`src/rtl/bcd_stopwatch.sv`:
```
// MM:SS BCD stopwatch advanced by rising edges of a slow level signal.
// Start/stop/clear control; all outputs registered in the clk_in domain.
module bcd_stopwatch #(
    parameter int MIN_LIMIT = 59
) (
    input  logic       clk_in,
    input  logic       rst,
    input  logic       slow_clk,
    input  logic       start,
    input  logic       stop,
    input  logic       clear,
    output logic [3:0] sec_ones,
    output logic [3:0] sec_tens,
    output logic [3:0] min_ones,
    output logic [3:0] min_tens,
    output logic       running,
    output logic       tick_out,
    output logic       rollover
);

    localparam logic [3:0] LIM_TENS = 4'(MIN_LIMIT / 10);
    localparam logic [3:0] LIM_ONES = 4'(MIN_LIMIT % 10);

    typedef enum logic [1:0] {IDLE, RUN, PAUSE} state_t;

    state_t state;
    logic   s1, s2, s3;
    logic   edge_det;
    logic   advance;
    logic   at_limit;

    assign edge_det = s2 & ~s3;
    assign advance  = edge_det && (state == RUN) && !stop && !clear;
    assign at_limit = (min_tens == LIM_TENS) && (min_ones == LIM_ONES)
                   && (sec_tens == 4'd5) && (sec_ones == 4'd9);

    always_ff @(posedge clk_in or posedge rst) begin
        if (rst) begin
            state    <= IDLE;
            s1       <= 1'b0;
            s2       <= 1'b0;
            s3       <= 1'b0;
            sec_ones <= 4'd0;
            sec_tens <= 4'd0;
            min_ones <= 4'd0;
            min_tens <= 4'd0;
            running  <= 1'b0;
            tick_out <= 1'b0;
            rollover <= 1'b0;
        end else begin
            s1       <= slow_clk;
            s2       <= s1;
            s3       <= s2;
            tick_out <= advance;
            rollover <= advance && at_limit;
            if (clear) begin
                state    <= IDLE;
                running  <= 1'b0;
                sec_ones <= 4'd0;
                sec_tens <= 4'd0;
                min_ones <= 4'd0;
                min_tens <= 4'd0;
            end else begin
                case (state)
                    IDLE, PAUSE: begin
                        if (start) begin
                            state   <= RUN;
                            running <= 1'b1;
                        end
                    end
                    RUN: begin
                        if (stop) begin
                            state   <= PAUSE;
                            running <= 1'b0;
                        end else if (edge_det) begin
                            // BCD ripple; wrap to 00:00 after MIN_LIMIT:59
                            if (at_limit) begin
                                sec_ones <= 4'd0;
                                sec_tens <= 4'd0;
                                min_ones <= 4'd0;
                                min_tens <= 4'd0;
                            end else if (sec_ones != 4'd9) begin
                                sec_ones <= sec_ones + 4'd1;
                            end else begin
                                sec_ones <= 4'd0;
                                if (sec_tens != 4'd5) begin
                                    sec_tens <= sec_tens + 4'd1;
                                end else begin
                                    sec_tens <= 4'd0;
                                    if (min_ones != 4'd9) begin
                                        min_ones <= min_ones + 4'd1;
                                    end else begin
                                        min_ones <= 4'd0;
                                        min_tens <= min_tens + 4'd1;
                                    end
                                end
                            end
                        end
                    end
                    default: begin
                        state   <= IDLE;
                        running <= 1'b0;
                    end
                endcase
            end
        end
    end

endmodule

```
`config.mk`:
```
export PLATFORM = sky130hd
export DESIGN_NAME = bcd_stopwatch
export DESIGN_NICKNAME = d
export VERILOG_FILES = /design/src/rtl/bcd_stopwatch.sv
export SDC_FILE = /design/constraint.sdc
export NUM_CORES = 1
export LEC_CHECK = 0
export BUFFER_PORTS_ARGS = -buffer_cell sky130_fd_sc_hd__buf_2
export CAP_MARGIN = 40
export CORE_ASPECT_RATIO = 1.2
export CORE_MARGIN = 2
export CORE_UTILIZATION = 43
export CTS_BUF_LIST = sky130_fd_sc_hd__clkbuf_8 sky130_fd_sc_hd__clkbuf_16
export DETAILED_ROUTE_END_ITERATION = 10
export HOLD_SLACK_MARGIN = 0.15
export PLACE_DENSITY = 0.75
export SYNTH_ARGS = -nofsm -noshare
export SYNTH_HDL_FRONTEND = slang
export SYNTH_SLANG_ARGS = --single-unit
```
`constraint.sdc`:
```
create_clock -name clk_in -period 3.6 [get_ports clk_in]
set_input_delay 0.72 -clock clk_in [delete_from_list [all_inputs] [get_ports clk_in]]
set_output_delay 0.72 -clock clk_in [all_outputs]
set_load 0.01 [all_outputs]
```
==> results.toml <==
[outcome]
status = "completed"

[timing]
finalCritPeriodShare = 0.610
drv_slew = 0
rsz0062_at_grt = "false"
finalHoldViolations = 0
finalClockSkew_ps = 6.89
max_slew_margin = 0.669
fmax_mhz = 455
period_needed_ps = 2200
worst-slew-pin-transition_ps = 496
fin_setup_tns_ps = 0
setup_viol_count_final = 0

[synth]
syn_nets = 134
synth_area_um2 = 1180
ys_ff_latch = 23
synth_edf_count = 0
synth.avg_cell_area_um2 = 9.69
synthXorXnorAreaFrac = 0.0148
synth_ff_type = "dfrtp_1"
seq_area_frac_synth = 0.487
synth.mux.area_fraction = 0.0349
yosysWarnings = 0
syn_inst = 122
synth_compound_area_frac = 0.0921
async_reset_ff_frac = 1.00
synthSimpleGateAreaFrac = 0.272
synth.distinct_cells = 29
synth-adder-area-share = 0.0635
synth_top_family_by_area = "simple AND/OR/NAND/NOR gates"

[route]
firstDrtPassIters = 4
drtIter0Drc = 18
wl_per_cell_um = 13.2
dr_total_vias = 960
drc = 0
vias_per_cell = 5.33
ant_nets = 0
routed_wl_um = 2380

[clocking]
htree_levels = 1
cts.clk_slew.worst_paths_ps = 80
clk_latency_ps = 260
cts_root_buf = "clkbuf_8"
cts_sinks = 23
post_cts_buffers = 0
cts_hold_buf = 0
cts_tree = "built"
cts_repair_resize_count = 0
cts_buffer_depth = 2
cts_buffers = 3

[global_routing]
grt_max_degree = 22
grt_pass1_vias = 898
grt-ovfl-total = 0
grt_pass1_wl_um = 3910
antenna_found_initial = 0
grt_usage = 0.168

[setup_path]
critPathLaunchType = "input port"
r2r_cells = 4
path_buf_inv = 1
r2r-start = "state[1]"
worst_ep_arrival_time_ps = 2380
critPathTopFamily = "simple AND/OR/NAND/NOR gates"
worstPathRequired_ps = 3790
slowest_stage = "or4_1"
path_cells = "buf_2, nor4b_4, nand4_1, or4_1, a31oi_1"
rr_endpoint = "min_ones[3]"
slowest_delay_ps = 580
ff2ff_setup_slack_ps = 1490
crit_path_max_fanout = 12
worst-setup-path-type = "input port to register"
endpoint_kind = "register"

[flow_run]
cap_viol_max_count = 0

[pwr]
switching_power_uw = 97.7
sw_frac_of_total = 0.220
combPwrFrac = 0.050
peakVddDrop_v = 0.000201
p_int_uw = 347
power_density_nw_per_um2 = 320
p_leak_nw = 0.704
p_seq_frac = 0.598
p_clk_frac = 0.351

[hold_path]
holdPathEnd = "s2"
hold-path-cell-count = 0
hold_path_class = "register to register"
hp-start = "s1"

[place]
place.gp.congestion = 0.723
dpl.hpwl_um = 1790
port_buffers = 24
dpl-instance-area_um2 = 1340

[final_layout]
multi_input_area_um2 = 564
regArea_um2 = 576
fin_area_um2 = 1390
area_growth_pct = 17.5
fin_nets = 160
antenna_cells = 0
postLayoutCoreUtil = 0.539
fillCellCount = 238
drive_gt1_frac = 0.204

[floorplanning]
core_um2 = 2580
die-area_um2 = 3190
num_rows = 20
die_w_um = 51.9
initial_core_util = 0.459
io_pins = 25
die_h_um = 61.4
==> routing by layer <==
metal  track usage  vias up  wire, µm
met2         0.315       24      1230
met3        0.0340        2       116
met5             0        -         0
met1         0.189      457      1020
li1              -      477         -
met4        0.0564        0         9
==> power by group through the flow <==
stage                     Combinational (mW)  Sequential, mW  Clock, mW
after floorplan                       0.0148           0.269          0
after global placement                0.0206           0.271          0
after detailed placement              0.0231           0.271          0
after CTS                             0.0232           0.266      0.162
after global routing                  0.0257           0.266      0.171
final                                 0.0224           0.266      0.156
==> worst max path at each step <==
stage               start     endpoint  slack (ps)  cells after the start
floorplan            stop  min_tens[2]        1620                      5
global placement     stop  min_ones[3]        1200                      5
detailed placement   stop  min_ones[3]        1120                      5
CTS                  stop  min_ones[3]        1410                      5
global route         stop  min_ones[3]        1240                      5
finish               stop  min_ones[3]        1400                      5
==> worst reg2reg max path: cells and delay by family, from the launching register on <==
family          cells  cell delay, ps
simple gates        3            1440
flops               1             430
compound gates      1             170
==> layout make-up <==
| class | count | share of cell area |
|---|---|---|
| Inverter | 7 | 0.0189 |
| Tap cell | 33 | 0.0297 |
| Timing Repair Buffer | 25 | 0.0973 |
| Clock buffer | 3 | 0.0297 |
| Clock inverter | 1 | 0.00360 |
| Sequential cell | 23 | 0.414 |
| Multi-Input combinational cell | 88 | 0.406 |
==> metrics by stage <==
step                      std cells  worst slack [ps]  total power, mW  hold slack (ps)
final                           180              1400            0.444              355
after global routing            180              1240            0.463              371
after CTS                       180              1410            0.451              359
after detailed placement        176              1120            0.294              340
after global placement          175              1200            0.291              337
after floorplan                 122              1620            0.284              331
==> state kept, by name, indices dropped and copies added, names as in the netlist <==
register / flops
sec_ones: 4
tick_out: 1
min_tens: 4
rollover: 1
state: 1
s2: 1
running: 1
sec_tens: 4
s3: 1
min_ones: 4
s1: 1
==> kinds of logic (layout without fill, tap and decap cells) <==
kind of cell    count (synthesis)  count (layout)
buf+inv                        11              36
xor+xnor                        2               2
flops                          23              23
mux                             4               4
fa+ha+maj                       6               6
compound gates                 18              18
simple gates                   58              58
==> synthesized netlist by cell type (2+ instances only) <==
master    count  share of area
a21oi_1       8          0.034
a31oi_1       2          0.011
and3_1        4          0.021
clkbuf_1      3         0.0095
dfrtp_1      23           0.49
ha_1          6          0.063
inv_1         7          0.022
mux2i_1       3          0.025
nand2_1      11          0.035
nand3_1       5          0.021
nand4_1       3          0.016
nor2_1       14          0.044
nor2b_1       3          0.016
nor3_1        4          0.017
o21ai_0       4          0.017
or3_1         7          0.037
or4_1         2          0.013
xor2_1        2          0.015
==> cells in the final DEF (no fill, tap or decap) <==
master / synthesis / final
nor2b_1: 3 / 3
nand3b_1: 1 / 1
a31oi_1: 2 / 2
a21oi_1: 8 / 8
buf_2: 1 / 24
or3_1: 7 / 7
and3_1: 4 / 4
or4_1: 2 / 2
xor2_1: 2 / 2
nand4_1: 3 / 3
mux2i_1: 3 / 3
mux2_1: 1 / 1
nor2_1: 14 / 14
clkinv_2: 0 / 1
and3b_1: 1 / 1
buf_8: 0 / 1
clkbuf_8: 0 / 3
nand2_1: 11 / 11
ha_1: 6 / 6
o211a_1: 1 / 1
o21ai_0: 4 / 4
nor3_1: 4 / 4
o311a_1: 1 / 1
and4bb_1: 1 / 1
nor4b_4: 1 / 1
dfrtp_1: 23 / 23
inv_1: 7 / 7
and4_1: 1 / 1
a31o_1: 1 / 1
nand3_1: 5 / 5
a21o_1: 1 / 1
Power figures use the tool's default switching activity.
